==> src/rtl/scoreboard_ctrl_pkg.sv <==
// Shared definitions for the issue scoreboard: register index width, default
// sizes and the branch-wait FSM encoding.
package venus_pkg;

    localparam int IDX_W     = 4;
    localparam int NREG_DEF  = 16;
    localparam int CNT_W_DEF = 2;
    localparam int BUB_W     = 4;

    typedef enum logic [0:0] {
        ST_RUN     = 1'b0,
        ST_BR_WAIT = 1'b1
    } sb_state_e;

endpackage

==> src/rtl/scoreboard_ctrl_if.sv <==
// Decode/write-back handshake bundle between the decode stage and the issue
// scoreboard.
interface scoreboard_ctrl_if
    import venus_pkg::*;
#(
    parameter int NREG = NREG_DEF
);
    logic             issue_v_i;
    logic [IDX_W-1:0] issue_rd_i;
    logic [IDX_W-1:0] issue_rs_i;
    logic             issue_wr_i;
    logic             issue_rdrd_i;
    logic             issue_rsrd_i;
    logic             issue_br_i;
    logic             wb_i;
    logic [IDX_W-1:0] wb_r_i;
    logic             stall_i;
    logic             stall_o;
    logic             accept_o;
    logic [NREG-1:0]  busy_o;
    logic             err_o;

    modport master (
        output issue_v_i, issue_rd_i, issue_rs_i, issue_wr_i, issue_rdrd_i,
               issue_rsrd_i, issue_br_i, wb_i, wb_r_i, stall_i,
        input  stall_o, accept_o, busy_o, err_o
    );

    modport slave (
        input  issue_v_i, issue_rd_i, issue_rs_i, issue_wr_i, issue_rdrd_i,
               issue_rsrd_i, issue_br_i, wb_i, wb_r_i, stall_i,
        output stall_o, accept_o, busy_o, err_o
    );
endinterface

==> src/rtl/scoreboard_ctrl_pend_cnt.sv <==
// Per-register pending-write counter: saturating up/down count, registered
// busy flag and sticky underflow flag.
module pend_cnt #(
    parameter int CNT_W = 2
) (
    input  logic             clk,
    input  logic             rst,
    input  logic             inc,
    input  logic             dec,
    output logic [CNT_W-1:0] cnt,
    output logic             busy,
    output logic             uflow
);
    localparam logic [CNT_W-1:0] CNT_ZERO = {CNT_W{1'b0}};
    localparam logic [CNT_W-1:0] CNT_MAX  = {CNT_W{1'b1}};
    localparam logic [CNT_W-1:0] CNT_ONE  = CNT_W'(1'b1);

    logic [CNT_W-1:0] cnt_r;
    logic [CNT_W-1:0] cnt_nxt_s;
    logic             busy_r;
    logic             uflow_r;
    logic             uflow_set_s;

    // Next count: simultaneous inc/dec cancel, both ends saturate
    always_comb begin
        cnt_nxt_s = cnt_r;
        case ({inc, dec})
            2'b10: begin
                if (cnt_r != CNT_MAX) cnt_nxt_s = cnt_r + CNT_ONE;
                else                  cnt_nxt_s = cnt_r;
            end
            2'b01: begin
                if (cnt_r != CNT_ZERO) cnt_nxt_s = cnt_r - CNT_ONE;
                else                   cnt_nxt_s = cnt_r;
            end
            default: cnt_nxt_s = cnt_r;
        endcase
    end

    assign uflow_set_s = dec & (cnt_r == CNT_ZERO);

    // Counter, busy and sticky underflow registers
    always_ff @(posedge clk) begin
        if (!rst) begin
            cnt_r   <= CNT_ZERO;
            busy_r  <= 1'b0;
            uflow_r <= 1'b0;
        end else begin
            cnt_r   <= cnt_nxt_s;
            busy_r  <= (cnt_nxt_s != CNT_ZERO);
            uflow_r <= uflow_r | uflow_set_s;
        end
    end

    assign cnt   = cnt_r;
    assign busy  = busy_r;
    assign uflow = uflow_r;
endmodule

==> src/rtl/scoreboard_ctrl.sv <==
// Issue scoreboard with branch-bubble FSM. Define SCOREBOARD_WB_BYPASS_EN to
// let a same-cycle final write-back clear a read hazard (write-through regfile).
module scoreboard_ctrl
    import venus_pkg::*;
#(
    parameter int NREG     = NREG_DEF,
    parameter int CNT_W    = CNT_W_DEF,
    parameter int BR_SLOTS = 2
) (
    input  logic             clk,
    input  logic             rst,
    scoreboard_ctrl_if.slave bus
);
    localparam logic [CNT_W-1:0] CNT_MAX  = {CNT_W{1'b1}};
    localparam logic [CNT_W-1:0] CNT_ZERO = {CNT_W{1'b0}};
    localparam logic [BUB_W-1:0] BUB_LOAD = BUB_W'(BR_SLOTS);
    localparam logic [BUB_W-1:0] BUB_ONE  = BUB_W'(1'b1);
    localparam logic [BUB_W-1:0] BUB_ZERO = {BUB_W{1'b0}};

    sb_state_e        state_r;
    sb_state_e        state_nxt_s;
    logic [BUB_W-1:0] bub_r;
    logic [BUB_W-1:0] bub_nxt_s;

    logic [CNT_W-1:0] cnt_s [NREG];
    logic [NREG-1:0]  busy_s;
    logic [NREG-1:0]  uflow_s;
    logic [NREG-1:0]  inc_s;
    logic [NREG-1:0]  dec_s;
    logic [NREG-1:0]  pend_s;
    logic [NREG-1:0]  full_s;
    logic [NREG-1:0]  byp_s;
    logic             hazard_s;
    logic             accept_s;
    logic             stall_s;

    for (genvar g = 0; g < NREG; g++) begin : g_cnt
        assign inc_s[g]  = accept_s & bus.issue_wr_i & (bus.issue_rd_i == IDX_W'(g));
        assign dec_s[g]  = bus.wb_i & (bus.wb_r_i == IDX_W'(g));
        assign pend_s[g] = (cnt_s[g] != CNT_ZERO);
        assign full_s[g] = (cnt_s[g] == CNT_MAX);
`ifdef SCOREBOARD_WB_BYPASS_EN
        // The last outstanding write lands this cycle and is forwarded
        assign byp_s[g]  = dec_s[g] & (cnt_s[g] == CNT_W'(1'b1));
`else
        assign byp_s[g]  = 1'b0;
`endif

        pend_cnt #(.CNT_W(CNT_W)) u_pend_cnt (
            .clk   (clk),
            .rst   (rst),
            .inc   (inc_s[g]),
            .dec   (dec_s[g]),
            .cnt   (cnt_s[g]),
            .busy  (busy_s[g]),
            .uflow (uflow_s[g])
        );
    end

    assign hazard_s = (bus.issue_rdrd_i & pend_s[bus.issue_rd_i] & ~byp_s[bus.issue_rd_i])
                    | (bus.issue_rsrd_i & pend_s[bus.issue_rs_i] & ~byp_s[bus.issue_rs_i])
                    | (bus.issue_wr_i   & full_s[bus.issue_rd_i]);

    // While rst is low the outputs reflect the reset state, not the stale registers
    assign accept_s = rst & bus.issue_v_i & ~bus.stall_i & ~hazard_s & (state_r == ST_RUN);
    assign stall_s  = bus.stall_i
                    | (rst & ((bus.issue_v_i & hazard_s) | (state_r == ST_BR_WAIT)));

    // Branch-bubble next state and countdown
    always_comb begin
        state_nxt_s = state_r;
        bub_nxt_s   = bub_r;
        case (state_r)
            ST_RUN: begin
                if (accept_s && bus.issue_br_i) begin
                    state_nxt_s = ST_BR_WAIT;
                    bub_nxt_s   = BUB_LOAD;
                end else begin
                    state_nxt_s = ST_RUN;
                    bub_nxt_s   = bub_r;
                end
            end
            ST_BR_WAIT: begin
                if (bus.stall_i) begin
                    bub_nxt_s = bub_r;
                end else if (bub_r <= BUB_ONE) begin
                    state_nxt_s = ST_RUN;
                    bub_nxt_s   = BUB_ZERO;
                end else begin
                    bub_nxt_s = bub_r - BUB_ONE;
                end
            end
            default: begin
                state_nxt_s = ST_RUN;
                bub_nxt_s   = BUB_ZERO;
            end
        endcase
    end

    // FSM state and bubble counter registers
    always_ff @(posedge clk) begin
        if (!rst) begin
            state_r <= ST_RUN;
            bub_r   <= BUB_ZERO;
        end else begin
            state_r <= state_nxt_s;
            bub_r   <= bub_nxt_s;
        end
    end

    assign bus.accept_o = accept_s;
    assign bus.stall_o  = stall_s;
    assign bus.busy_o   = busy_s;
    assign bus.err_o    = |uflow_s;
endmodule

==> src/flat_wrapper.sv <==
// flat-port wrapper written by rule: the top's interface ports become plain ports
module scoreboard_ctrl_flat import venus_pkg::*;
#(
    parameter int NREG     = NREG_DEF,
    parameter int CNT_W    = CNT_W_DEF,
    parameter int BR_SLOTS = 2
)
  (clk, rst, bus_issue_v_i, bus_issue_rd_i, bus_issue_rs_i, bus_issue_wr_i, bus_issue_rdrd_i, bus_issue_rsrd_i, bus_issue_br_i, bus_wb_i, bus_wb_r_i, bus_stall_i, bus_stall_o, bus_accept_o, bus_busy_o, bus_err_o);
  scoreboard_ctrl_if #(.NREG(NREG)) bus_i ();
  input  logic clk;
  input  logic rst;
  input wire logic [$bits(bus_i.issue_v_i)-1:0] bus_issue_v_i;
  input wire logic [$bits(bus_i.issue_rd_i)-1:0] bus_issue_rd_i;
  input wire logic [$bits(bus_i.issue_rs_i)-1:0] bus_issue_rs_i;
  input wire logic [$bits(bus_i.issue_wr_i)-1:0] bus_issue_wr_i;
  input wire logic [$bits(bus_i.issue_rdrd_i)-1:0] bus_issue_rdrd_i;
  input wire logic [$bits(bus_i.issue_rsrd_i)-1:0] bus_issue_rsrd_i;
  input wire logic [$bits(bus_i.issue_br_i)-1:0] bus_issue_br_i;
  input wire logic [$bits(bus_i.wb_i)-1:0] bus_wb_i;
  input wire logic [$bits(bus_i.wb_r_i)-1:0] bus_wb_r_i;
  input wire logic [$bits(bus_i.stall_i)-1:0] bus_stall_i;
  output wire logic [$bits(bus_i.stall_o)-1:0] bus_stall_o;
  output wire logic [$bits(bus_i.accept_o)-1:0] bus_accept_o;
  output wire logic [$bits(bus_i.busy_o)-1:0] bus_busy_o;
  output wire logic [$bits(bus_i.err_o)-1:0] bus_err_o;
  assign bus_i.issue_v_i = bus_issue_v_i;
  assign bus_i.issue_rd_i = bus_issue_rd_i;
  assign bus_i.issue_rs_i = bus_issue_rs_i;
  assign bus_i.issue_wr_i = bus_issue_wr_i;
  assign bus_i.issue_rdrd_i = bus_issue_rdrd_i;
  assign bus_i.issue_rsrd_i = bus_issue_rsrd_i;
  assign bus_i.issue_br_i = bus_issue_br_i;
  assign bus_i.wb_i = bus_wb_i;
  assign bus_i.wb_r_i = bus_wb_r_i;
  assign bus_i.stall_i = bus_stall_i;
  assign bus_stall_o = bus_i.stall_o;
  assign bus_accept_o = bus_i.accept_o;
  assign bus_busy_o = bus_i.busy_o;
  assign bus_err_o = bus_i.err_o;
  scoreboard_ctrl #(.NREG(NREG), .CNT_W(CNT_W), .BR_SLOTS(BR_SLOTS)) u_core (.clk(clk), .rst(rst), .bus(bus_i));
endmodule
==> config.mk <==
export PLATFORM = sky130hd
export DESIGN_NAME = scoreboard_ctrl_flat
export DESIGN_NICKNAME = d
export VERILOG_FILES = /design/src/rtl/scoreboard_ctrl_pkg.sv /design/src/rtl/scoreboard_ctrl_if.sv /design/src/rtl/scoreboard_ctrl_pend_cnt.sv /design/src/rtl/scoreboard_ctrl.sv /design/src/flat_wrapper.sv
export SDC_FILE = /design/constraint.sdc
export NUM_CORES = 1
export LEC_CHECK = 0
export ABC_AREA = 0
export CAP_MARGIN = 20
export CORE_ASPECT_RATIO = 1.75
export CORE_UTILIZATION = 49
export DETAILED_ROUTE_END_ITERATION = 6
export PLACE_DENSITY = 0.8
export SYNTH_ARGS = -nofsm -noshare
export SYNTH_HDL_FRONTEND = slang
export SYNTH_HIERARCHICAL = 1
export SYNTH_SLANG_ARGS = --single-unit
==> constraint.sdc <==
create_clock -name clk -period 3.2 [get_ports clk]
set_input_delay 0.48 -clock clk [delete_from_list [all_inputs] [get_ports clk]]
set_output_delay 0.48 -clock clk [all_outputs]
set_load 0.05 [all_outputs]
=== After elaboration in Yosys (flattened, before gate mapping) ===
Memories as Yosys holds them, arrays and structs flattened.
Index checks and enable logic that the tools add are counted.
W data, S select, Z words.

* Add/subtract/negate cells: 33
* Order comparisons: 3
* Eq/ne operators: 96
* Multiplexer cells: 64
* Bitwise operators: 85
* Reduce and logical (&&, ||, !) cells: 53

{| class="wikitable"
|+ Operator list
! cell !! count
|-
| $eq A2 B2 Y1 const B || 32
|-
| $eq A4 B4 Y1 const B || 16
|-
| $mux W2 || 32
|-
| $pmux W2 S2 || 16
|-
| $reduce_bool A2 Y1 || 32
|-
| $and A1 B1 Y1 || 60
|-
| $ne A2 B2 Y1 const B || 18
|-
| $add A2 B1 Y2 const B || 16
|-
| $eq A2 B1 Y1 const B || 16
|-
| $eq A4 B3 Y1 const B || 8
|-
| $logic_not A2 Y1 || 16
|-
| $sub A2 B1 Y2 const B || 16
|-
| $or A1 B1 Y1 || 20
|-
| $eq A4 B2 Y1 const B || 4
|-
| $reduce_or A16 Y1 || 1
|-
| $bmux W1 S4 || 3
|-
| $mux W4 || 3
|-
| $lt A4 B5 Y1 const B || 2
|-
| $eq A4 B1 Y1 const B || 2
|-
| $logic_not A4 Y1 || 2
|-
| $mux W1 || 8
|-
| $pmux W4 S2 || 1
|-
| $not A1 Y1 || 5
|-
| $le A4 B1 Y1 const B || 1
|-
| 4 further kinds || 4
|}

* Flip-flop bits (word level): 69
* Bits in read-only memories: 32
* Input port bits: 21
* Output and inout bits: 19
* Word-level logic and storage cells: 386
* Memories: 2

{| class="wikitable"
|+ Memory list
! memory !! words !! width !! rd ports !! clocked after memory_dff !! wr ports !! RTL line !! source
|-
| (no name shown) || 16 || 1 || 1 || 0 || 0 || scoreboard_ctrl.sv:61 || <nowiki>| (bus.issue_rsrd_i & pend_s[bus.issue_rs_i] & ~byp_s[bus.issue_rs_i])</nowiki>
|-
| (no name shown) || 16 || 1 || 1 || 0 || 0 || scoreboard_ctrl.sv:60 || <nowiki>assign hazard_s = (bus.issue_rdrd_i & pend_s[bus.issue_rd_i] & ~byp_s[bus.issue_rd_i])</nowiki>
|}

=== Longest topological paths before layout ===
Gate-level depths: netlist of the first run.

* Depth in word-level cells: 15
* Mapped depth: 14
* Depth with buffers taken out: 11

=== Hierarchy ===
The synthesis of the first run kept the hierarchy.

{| class="wikitable"
|+ Modules (own cells, without submodules)
! module !! instances !! cells an instance !! area an instance (um2) !! sequential area each (um2)
|-
| pend_cnt || 16 || 24 || 206.4 || 80.1
|-
| scoreboard_ctrl || 1 || 180 || 1223.7 || 100.1
|}

=== Worst setup path after synthesis of the first run ===
No wires, ideal clock.

* Path kind: in2out
* Start: input bus_issue_rd_i[0]
* End: output bus_stall_o
* Arrival time: 2522 ps
* Required time: 2720 ps
* Slack: 198 ps
* Cell stages on the path: 7
* Buffers on the path: 1
* Path through: buf_6 -> inv_4 -> mux4_2 -> a21bo_1 -> a211o_1 -> and3_1 -> o211ai_1

* Cells in the longest elaborated chain, start to end: 10
* Elaborated cells between the ends (all ways): 16
* Those cells by class: mux (5); bitwise (10); memory (1)

{| class="wikitable"
|+ Ends and longest elaborated chain
! element !! RTL line !! source
|-
| start: declaration || flat_wrapper.sv:13 || <nowiki>input wire logic [$bits(bus_i.issue_rd_i)-1:0] bus_issue_rd_i;</nowiki>
|-
| $mem_v2 Z16 W1 or $bmux W1 S4 (tied branches) || - ||
|-
| $mux W1 (not written as such) || scoreboard_ctrl.sv:60 ||
|-
| $not A1 Y1 or $and A1 B1 Y1 (tied branches) || scoreboard_ctrl.sv:60 ||
|-
| $and A1 B1 Y1 || scoreboard_ctrl.sv:60 ||
|-
| $or A1 B1 Y1 || scoreboard_ctrl.sv:61 ||
|-
| $or A1 B1 Y1 (*) || scoreboard_ctrl.sv:62 || <nowiki>| (bus.issue_wr_i & full_s[bus.issue_rd_i]);</nowiki>
|-
| $and A1 B1 Y1 (*) || scoreboard_ctrl.sv:67 || <nowiki>| (rst & ((bus.issue_v_i & hazard_s) | (state_r == ST_BR_WAIT)));</nowiki>
|-
| $or A1 B1 Y1 (*) || scoreboard_ctrl.sv:67 ||
|-
| $and A1 B1 Y1 (*) || scoreboard_ctrl.sv:67 ||
|-
| $or A1 B1 Y1 (*) || scoreboard_ctrl.sv:67 ||
|-
| end: declaration || flat_wrapper.sv:22 || <nowiki>output wire logic [$bits(bus_i.stall_o)-1:0] bus_stall_o;</nowiki>
|}

Mark *: on every way between the ends. The rest lies on a longest branch, timed or not. The select of a mux whose other input is x is not followed.

=== Worst setup path in the final report of the first run ===
* Start: input bus_issue_rd_i[1]
* End: output bus_stall_o

The elaborated chain is that of the path after synthesis.

==> qor.yml, run 1 <==
p_leak_uw: 0.002198
cp_max_fo: 6
yosysSeqAreaShare_pct: 30.51
critical-path-slowest-cell: "mux4_2"
final_common_cell: "inv_1"
rows: 46
synthesis.area_per_instance_um2: 8.026
clockRootBuffer: "clkbuf_16"
placedCellCount: 773
r2r_slack_ps: 170
slew_headroom_pct: 45.40
ys.flop_type: "dfxtp_1"
grt_overflow: 0
placed_cell_area_um2: 5451
antenna_found_initial: 0
crit_chain: "clkdlybuf4s15_1, buf_6, mux4_2, o32a_1, a211o_1, buf_4, and3_1, o211ai_1, clkbuf_16"
drtAntennaViolNets: 0
grt_usage_pct: 28.39
setup_ws_ps: 83.06
place.port_buffers: 39
critPathMaxStageDelay_ps: 500
place_congestion: 1.006
synth_cell_types: 49
fill_cells: 793
worstRegToRegCells: 13
synthTopCellsByArea: "dfxtp_1 (31%), ha_1 (9.4%), inv_1 (5.8%)"
ys_warn_count: 6
path_clk_slew_ps: 50
multi_input_area_um2: 2885
syn-cell-area_um2: 4527
crit_arrival_ps: 2640
cap_violations: 0
nets: 721
drt-total-wl_mm: 13.37
netlist.top_cell.by_area: "dfxtp_1"
synth_fp_nets: 619
drt_first_iter_violations: 260
setup_viol: 0
dr.pass1.iters: 5
cts.sinks: 69
finalClockSkew_ps: 4.255
grt_max_degree: 88
cts_tree: "done"
fin_crit_ps: 3117
core_um2: 9036
whs_endpoint: "u_core/g_cnt[9].u_pend_cnt/uflow$_SDFF_PN0_"
synth_top_cell_area_share_pct: 30.51
synthCells: 564
register_area_um2: 1394
pin_count: 40
report.final.slew_viol_count: 0
dieArea_um2: 9642
grt_pass1_wl_mm: 20.69
p_per_area_nw_per_um2: 372.5
hold_viol_final: 0
regToRegEndpoint: "u_core/g_cnt[9].u_pend_cnt/cnt[0]$_SDFF_PN0_"
status: "finished clean"
async_reset_ff_share_pct: 0
area_growth_syn_to_layout_pct: 29.88
start_kind: "primary input"
viasPerCell: 5.947
synth_edf_count: 0
hold_class: "register to register"
start_util_pct: 50.10
fp.dieW_um: 74.66
diodes: 0
place_hpwl_mm: 9.886
grt_pass1_vias: 4465
final_cell_mix: "inv_1 (70), buf_4 (59), dfxtp_1 (59)"
wl_per_cell_um: 16.90
drc: 0
die_h_um: 129.2
timing.rr.start: "u_core/g_cnt[9].u_pend_cnt/cnt[0]$_SDFF_PN0_"
min-delay-start: "u_core/g_cnt[9].u_pend_cnt/uflow$_SDFF_PN0_"
stdcell_count: 791
ys_ff_latch: 69
cts_buffers: 9
place_ws_ps: -469.1
finalInstanceArea_um2: 5879
fin_crit_sh_pct: 97.40
final_util_pct: 65.07
tightest_slew_ps: 819.0
cts_max_level: 3
hold_depth: 2
layout-drive-gt1-share_pct: 17.44
cts_buffer_depth: 2
via_count: 4704
endpoint_kind: "primary output"
critPathKind: "primary input to primary output"
required_ps: 2720
hold_buffers: 0
vdd_drop_max_v: 0.0002913
rsz0062_at_grt: "false"
fmax_mhz: 320.8
clk-insertion-delay-late_ps: 340
worst max-delay path by stage:
stage	to	slack [ps]	start	cells after the start
CTS	bus_stall_o	40	bus_issue_rd_i[0]	9
floorplan	bus_stall_o	200	bus_issue_rd_i[0]	7
detailed placement	u_core/g_cnt[5].u_pend_cnt/cnt[0]$_SDFF_PN0_	-470	bus_issue_rd_i[0]	14
global placement	u_core/g_cnt[5].u_pend_cnt/cnt[0]$_SDFF_PN0_	-420	bus_issue_rd_i[0]	14
global route	u_core/g_cnt[9].u_pend_cnt/cnt[0]$_SDFF_PN0_	3	bus_issue_rs_i[0]	14
finish	bus_stall_o	80	bus_issue_rd_i[1]	9
repair_timing:
item                                    CTS  global route
setup buffers                             0             1
pin swaps                                 3             2
endpoints found under the setup margin   29            18
gates resized for setup                   8            30
endpoints found under the hold margin     0             0
gates cloned                              1             0
report_power, final:
group,internal (uW),switching (uW),leakage [uW]
registers,865,3.40,0.000561
logic,95.6,135,0.00147
clock network,722,369,0.000163
total,1680,508,0.00220
registers in the layout, indices dropped and copies added, names as in the netlist:
name,cells
u_core/g_cnt.u_pend_cnt/cnt,32
u_core/g_cnt.u_pend_cnt/busy,16
u_core/g_cnt.u_pend_cnt/uflow,16
u_core/bub_r,4
u_core/state_r,1
cell families after synthesis:
| family | share of synthesized area, % |
|---|---|
| AO/OA/AOI/OAI | 26.56 |
| adder cells (fa/ha/maj) | 9.398 |
| buffers and inverters | 7.380 |
| flip-flops | 30.51 |
| multiplexers | 6.744 |
| AND/OR/NAND/NOR | 19.40 |
area by class of cell:
class	count	area share, %
inverter	72	4.639
tap	120	2.554
clock inverter	4	1.192
multi-input combinational	414	49.07
clock buffer	12	4.363
timing repair buffer	100	14.47
sequential	69	23.71
per-layer routing:
layer | global-route usage [%] | share of wire, %
met1 | 29.48 | 38
met2 | 49.60 | 52
met3 | 5.677 | 4.1
met4 | 19.53 | 6.2
met5 | 0 | 0
worst max-delay path, delay by kind of cell:
kind            cells  cell delay (ps)
buf+inv             4              740
simple gates        1              130
compound gates      3              800
mux                 1              500
stage by stage:
step                      hold slack (ps)  power, uW  TNS [ps]
after global placement              469.0       1101    -13810
after floorplan                     451.7       1001         0
final                               496.4       2190         0
after detailed placement            482.6       1105    -15500
after CTS                           498.8       2192         0
after global routing                521.9       2254         0
synthesized netlist by cell type, types with 2 or more instances:
cell type  number
nand4_1         2
a211oi_1       19
nor4_1         12
o31ai_1        16
a22oi_1        16
a21oi_1        38
o21ai_0        36
inv_1          70
buf_6           3
nor3_1         17
nand3_1         8
nand2_1        54
a211o_1         2
ha_1           34
mux2i_1        17
dfxtp_1        69
o32ai_1         2
buf_2           4
nor2_1         47
mux4_2          6
nor2b_1        18
nor4b_1         4
o211ai_1       19
and3_1          2
nand3b_1        2
clkbuf_1        2
a311oi_1       18
nand2b_1        6
Power figures use the tool's default switching activity.
==> run 2, diff against run 1 <==
CAP_MARGIN = default   (was 20)
CELL_PAD_IN_SITES_DETAIL_PLACEMENT = 0   (was default)
CELL_PAD_IN_SITES_GLOBAL_PLACEMENT = 2   (was default)
CORE_UTILIZATION = 35   (was 49)
PLACE_DENSITY = 0.92   (was 0.8)
RECOVER_POWER = 100   (was default)
==> run 2 against run 1 <==
Compared with the run above:
- routed wire length rose by 2.0%
- combinational power rose by 10%
- total power decreased by 8.9%
- register-to-register slack worse by 20 ps
- cell count grew 6.7%
- fmax is 0.61% higher
- critical endpoint is now bus_accept_o
- count of clock-buffer cells in the layout is 1 lower
- sequential share of layout area shrank 0.99 points
- die area rose by 39%
- non-clock buffer count rose by 6
- highest routed layer unchanged
==> qor.yml, run 2 (synthesis results as in run 1) <==
grt_pass1_wl_mm: 21.67  # was 20.69 mm
finalClockSkew_ps: 8.143  # was 4.255 ps
start_util_pct: 36.02  # was 50.10%
diodes: 0  # unchanged
hold_viol_final: 0  # unchanged
placedCellCount: 819  # was 773
pin_count: 40  # unchanged
antenna_found_initial: 0  # unchanged
area_growth_syn_to_layout_pct: 35.90  # was 29.88%
drt-total-wl_mm: 13.64  # was 13.37 mm
drtAntennaViolNets: 0  # unchanged
p_int_uw: 1482  # was 1682 uW
final_common_cell: "inv_1"  # unchanged
grt_pass1_vias: 4392  # was 4465
viasPerCell: 5.533  # was 5.947
status: "finished clean"  # unchanged
final_cell_mix: "inv_1 (70), buf_4 (59), dfxtp_1 (56)"  # was inv_1 (70), buf_4 (59), dfxtp_1 (59)
cp_max_fo: 6  # unchanged
fill_cells: 1211  # was 793
switching_power_uw: 513.5  # was 508.1 uW
cap_violations: 0  # unchanged
fin_crit_sh_pct: 96.82  # was 97.40%
fmax_mhz: 322.8  # was 320.8 MHz
drc: 0  # unchanged
place_ws_ps: -711.7  # was -469.1 ps
holdWs_ps: 500.7  # was 496.4 ps
clk-insertion-delay-late_ps: 330  # was 340 ps
place_hpwl_mm: 9.826  # was 9.886 mm
report.final.slew_viol_count: 0  # unchanged
p_total_uw: 1995  # was 2190 uW
clockRootBuffer: "clkbuf_16"  # unchanged
core_um2: 12570  # was 9036 um2
cts_tree: "done"  # unchanged
cts_buffers: 9  # unchanged
tightest_slew_ps: 839.9  # was 819.0 ps
dieArea_um2: 13410  # was 9642 um2
grt_usage_pct: 20.83  # was 28.39%
grt_overflow: 0  # unchanged
critPathKind: "primary input to primary output"  # unchanged
slew_headroom_pct: 44.01  # was 45.40%
place_congestion: 0.9241  # was 1.006
cts_max_level: 3  # unchanged
die_h_um: 152.4  # was 129.2 um
cts_buffer_depth: 2  # unchanged
wl_per_cell_um: 16.16  # was 16.90 um
place.port_buffers: 39  # unchanged
grt_max_degree: 88  # unchanged
layout-drive-gt1-share_pct: 20.27  # was 17.44%
fp.dieW_um: 87.97  # was 74.66 um
crit_arrival_ps: 2620  # was 2640 ps
combPwrFrac_pct: 12.7  # was 10.5%
switching_share_pct: 25.74  # was 23.20%
nets: 728  # was 721
setup_ws_ps: 101.9  # was 83.06 ps
path_clk_slew_ps: 60  # was 50 ps
stdcell_count: 844  # was 791
endpoint_kind: "primary output"  # unchanged
required_ps: 2720  # about the same
vdd_drop_max_v: 0.0001996  # was 0.0002913 V
rows: 54  # was 46
cts.sinks: 69  # unchanged
power_frac_seq_pct: 43.5  # was 39.6%
via_count: 4670  # was 4704
p_per_area_nw_per_um2: 324.3  # was 372.5 nW/um2
p_leak_uw: 0.002308  # was 0.002198 uW
dr.pass1.iters: 5  # unchanged
drt_first_iter_violations: 277  # was 260
largest_reg_flops: 32  # unchanged
fin_crit_ps: 3098  # was 3117 ps
hold_class: "register to register"  # unchanged
hold_buffers: 0  # unchanged
start_kind: "primary input"  # unchanged
setup_viol: 0  # unchanged
p_clk_share_pct: 43.7  # was 49.8%
run 2: changes by cell type in the layout (fill, tap and decap cells not counted), sizes merged:
cell / previous run / this run
nand4: 3 / 4
clkinv: 3 / 4
clkdlybuf4s50: 30 / 11
bufinv: 2 / 0
buf: 63 / 69
dlygate4sd3: 0 / 19
dlygate4sd2: 2 / 3
clkdlybuf4s15: 1 / 0
clkbuf: 15 / 14
run 2: layer usage:
layer  wire length [um]  GRT usage [%]
met5                  0              0
met4                528          11.09
met3                436          3.359
met2               7226          35.99
met1               5445          23.82
run 2: worst paths after layout:
path	start	to	slack (ps)	cells after the start
setup / recovery	bus_issue_rd_i[1]	bus_accept_o	100	10
hold / removal	u_core/g_cnt[7].u_pend_cnt/uflow$_SDFF_PN0_	u_core/g_cnt[7].u_pend_cnt/uflow$_SDFF_PN0_	500	2
setup reg to reg	u_core/g_cnt[8].u_pend_cnt/cnt[0]$_SDFF_PN0_	u_core/g_cnt[7].u_pend_cnt/cnt[0]$_SDFF_PN0_	150	14
hold reg to reg	u_core/g_cnt[7].u_pend_cnt/uflow$_SDFF_PN0_	u_core/g_cnt[7].u_pend_cnt/uflow$_SDFF_PN0_	500	2
run 2: metrics by stage:
| stage | TNS [ps] | area [um2] | util, % |
|---|---|---|---|
| floorplan | 0 | 4527 | - |
| global placement | -23310 | 5497 | 43.74 |
| detailed placement | -23860 | 5497 | 43.74 |
| CTS | 0 | 5867 | 46.68 |
| global route | -66.87 | 6152 | 48.95 |
| finish | 0 | 6152 | 48.95 |
run 2: repair_timing:
item,in CTS,in global routing
endpoints found under the setup margin,46,40
pin swaps,4,18
resized for setup,18,52
buffers inserted,3,5
cloned,3,0
run 2: layout make-up:
class | count | area, um2 | share of cell area (%)
clock buffer | 11 | 232.7 | 3.783
clock inverter | 3 | 15.01 | 0.2441
inverter | 72 | 272.8 | 4.434
multi-input combinational | 415 | 3113 | 50.60
sequential | 69 | 1398 | 22.72
tap | 168 | 210.2 | 3.417
timing repair buffer | 106 | 910.9 | 14.81
run 2: power by group through the flow:
stage | Sequential, uW | Combinational [uW] | Clock [uW]
floorplan | 886 | 115 | 0
global placement | 887 | 215 | 0
detailed placement | 887 | 218 | 0
CTS | 868 | 233 | 899
global route | 868 | 272 | 932
finish | 868 | 254 | 873
run 2: critical path, cell delays in order:
cell	delay, ps
dlygate4sd2_1	250
buf_6	150
mux4_2	490
o32a_1	200
a211o_1	280
buf_4	160
nand4_4	190
buf_6	170
inv_1	50
buf_4	180
==> run 3, diff against run 2 <==
CTS_BUF_LIST = sky130_fd_sc_hd__clkbuf_4 sky130_fd_sc_hd__clkbuf_8 sky130_fd_sc_hd__clkbuf_16   (was default)
==> run 3 against run 2 <==
Compared with the run above:
- fmax barely moved
- cell count did not move
- register-to-register slack got worse by 20 ps
- first-iteration DRC count rose by 2.5%
- clock skew fell by 1.3 ps
- clock power rose by 2%
- routed wire length barely moved
- combinational power barely moved
- global-route usage barely moved
- critical path depth did not move
- largest power group unchanged
==> qor.yml, run 3 (synthesis results as in run 1) <==
area_growth_syn_to_layout_pct: 36.07  # was 35.90%
fin_crit_sh_pct: 96.80  # was 96.82%
cts_buffers: 9  # unchanged
grt_usage_pct: 20.83  # about the same
crit_arrival_ps: 2620  # about the same
whs_endpoint: "u_core/g_cnt[7].u_pend_cnt/uflow$_SDFF_PN0_"  # unchanged
grt_max_degree: 88  # unchanged
core_um2: 12570  # unchanged
r2r_slack_ps: 130  # was 150 ps
cts_max_level: 3  # unchanged
hold_buffers: 0  # unchanged
viasPerCell: 5.572  # was 5.533
cts_buffer_depth: 2  # unchanged
pin_count: 40  # unchanged
cts_tree: "done"  # unchanged
grt_pass1_vias: 4390  # was 4392
slew_headroom_pct: 44.40  # was 44.01%
p_per_area_nw_per_um2: 326.3  # was 324.3 nW/um2
setup_viol: 0  # unchanged
hold_viol_final: 0  # unchanged
final_cell_mix: "inv_1 (70), buf_4 (59), dfxtp_1 (56)"  # unchanged
stdcell_count: 844  # unchanged
status: "finished clean"  # unchanged
fp.dieW_um: 87.97  # unchanged
place.port_buffers: 39  # unchanged
place_hpwl_mm: 9.826  # unchanged
drt_first_iter_violations: 284  # was 277
fmax_mhz: 322.8  # about the same
p_leak_uw: 0.002315  # was 0.002308 uW
drtAntennaViolNets: 0  # unchanged
nets: 728  # unchanged
start_kind: "primary input"  # unchanged
clockRootBuffer: "clkbuf_16"  # unchanged
setup_ws_ps: 102.4  # was 101.9 ps
place_ws_ps: -711.7  # unchanged
layout-drive-gt1-share_pct: 20.56  # was 20.27%
via_count: 4703  # was 4670
final_common_cell: "inv_1"  # unchanged
largest_reg_flops: 32  # unchanged
dieArea_um2: 13410  # unchanged
dr.pass1.iters: 5  # unchanged
timing.rr.start: "u_core/g_cnt[5].u_pend_cnt/cnt[1]$_SDFF_PN0_"  # was u_core/g_cnt[8].u_pend_cnt/cnt[0]$_SDFF_PN0_
antenna_found_initial: 0  # unchanged
cts.sinks: 69  # unchanged
worstRegToRegCells: 13  # was 14
grt_overflow: 0  # unchanged
critPathKind: "primary input to primary output"  # unchanged
cap_violations: 0  # unchanged
path_clk_slew_ps: 60  # about the same
fin_crit_ps: 3098  # about the same
min-delay-start: "u_core/g_cnt[7].u_pend_cnt/uflow$_SDFF_PN0_"  # unchanged
drc: 0  # unchanged
die_h_um: 152.4  # unchanged
place_congestion: 0.9241  # unchanged
placedCellCount: 819  # unchanged
tightest_slew_ps: 834.0  # was 839.9 ps
drt-total-wl_mm: 13.63  # was 13.64 mm
finalClockSkew_ps: 6.826  # was 8.143 ps
hold_class: "register to register"  # unchanged
grt_pass1_wl_mm: 21.65  # was 21.67 mm
tns_ps: 0  # unchanged
cp_max_fo: 6  # unchanged
hold_depth: 2  # unchanged
regToRegEndpoint: "u_core/g_cnt[12].u_pend_cnt/cnt[0]$_SDFF_PN0_"  # was u_core/g_cnt[7].u_pend_cnt/cnt[0]$_SDFF_PN0_
fill_cells: 1209  # was 1211
diodes: 0  # unchanged
required_ps: 2720  # about the same
report.final.slew_viol_count: 0  # unchanged
rows: 54  # unchanged
clk-insertion-delay-late_ps: 330  # about the same
vdd_drop_max_v: 0.0002016  # was 0.0001996 V
final_util_pct: 49.01  # was 48.95%
wl_per_cell_um: 16.15  # was 16.16 um
start_util_pct: 36.02  # unchanged
endpoint_kind: "primary output"  # unchanged
-- run 3: cell types whose count changed in the layout (fill, tap and decap cells not counted) --
cell,before,now
clkbuf_1,2,0
clkbuf_4,0,2
-- run 3: repair_timing --
item | CTS | global route
buffers inserted | 3 | 5
cloned | 3 | 0
hold endpoints to repair | 0 | 0
resized for setup | 18 | 52
setup endpoints to repair | 45 | 40
pin swaps | 4 | 18
-- run 3: through the flow --
stage               power, uW  hold WS [ps]  area [um2]
detailed placement       1105         487.3        5497
CTS                      2014         500.9        5874
global placement         1101         466.7        5497
global route             2091         508.1        6160
finish                   2010         499.0        6160
floorplan                1001         451.7        4527
-- run 3: how the worst max path moves through the flow --
stage / startpoint / endpoint / slack [ps] / cells after the start
2_1_floorplan: bus_issue_rd_i[0] / bus_stall_o / 200 / 7
3_3_place_gp: bus_issue_rs_i[3] / u_core/g_cnt[9].u_pend_cnt/cnt[0]$_SDFF_PN0_ / -700 / 12
3_5_place_dp: bus_issue_rs_i[3] / u_core/g_cnt[9].u_pend_cnt/cnt[0]$_SDFF_PN0_ / -710 / 12
4_1_cts: u_core/g_cnt[15].u_pend_cnt/cnt[0]$_SDFF_PN0_ / bus_stall_o / 20 / 8
5_1_grt: bus_issue_rd_i[1] / u_core/g_cnt[3].u_pend_cnt/cnt[0]$_SDFF_PN0_ / -30 / 15
6_report: bus_issue_rd_i[1] / bus_accept_o / 100 / 10
-- run 3: metal layers --
layer	track usage (%)	part of all wire, %	vias up	wire [um]
met2	35.66	52	107	7135
met3	3.359	3.1	30	418
met5	0	0	-	0
met4	11.71	4.4	0	597
met1	23.86	40	2283	5475
li1	-	-	2283	-
-- run 3: worst max-delay path: stages --
cell and delay, ps:
dlygate4sd2_1 250, buf_6 150, mux4_2 490, o32a_1 200, a211o_1 280, buf_4 160, nand4_4 190, buf_6 170
inv_1 50, buf_4 180
-- run 3: layout make-up --
type	count	area, um2	area share [%]
Sequential cell	69	1398	22.69
Tap cell	168	210.2	3.413
Clock inverter	3	15.01	0.2438
Clock buffer	11	240.2	3.900
Multi-Input combinational cell	415	3113	50.54
Inverter	72	272.8	4.428
Timing Repair Buffer	106	910.9	14.79
-- run 3: power breakdown --
group	total (uW)	internal [uW]	switching, uW
Combinational	253	105	148
Sequential	868	865	3.64
Clock	888	529	360
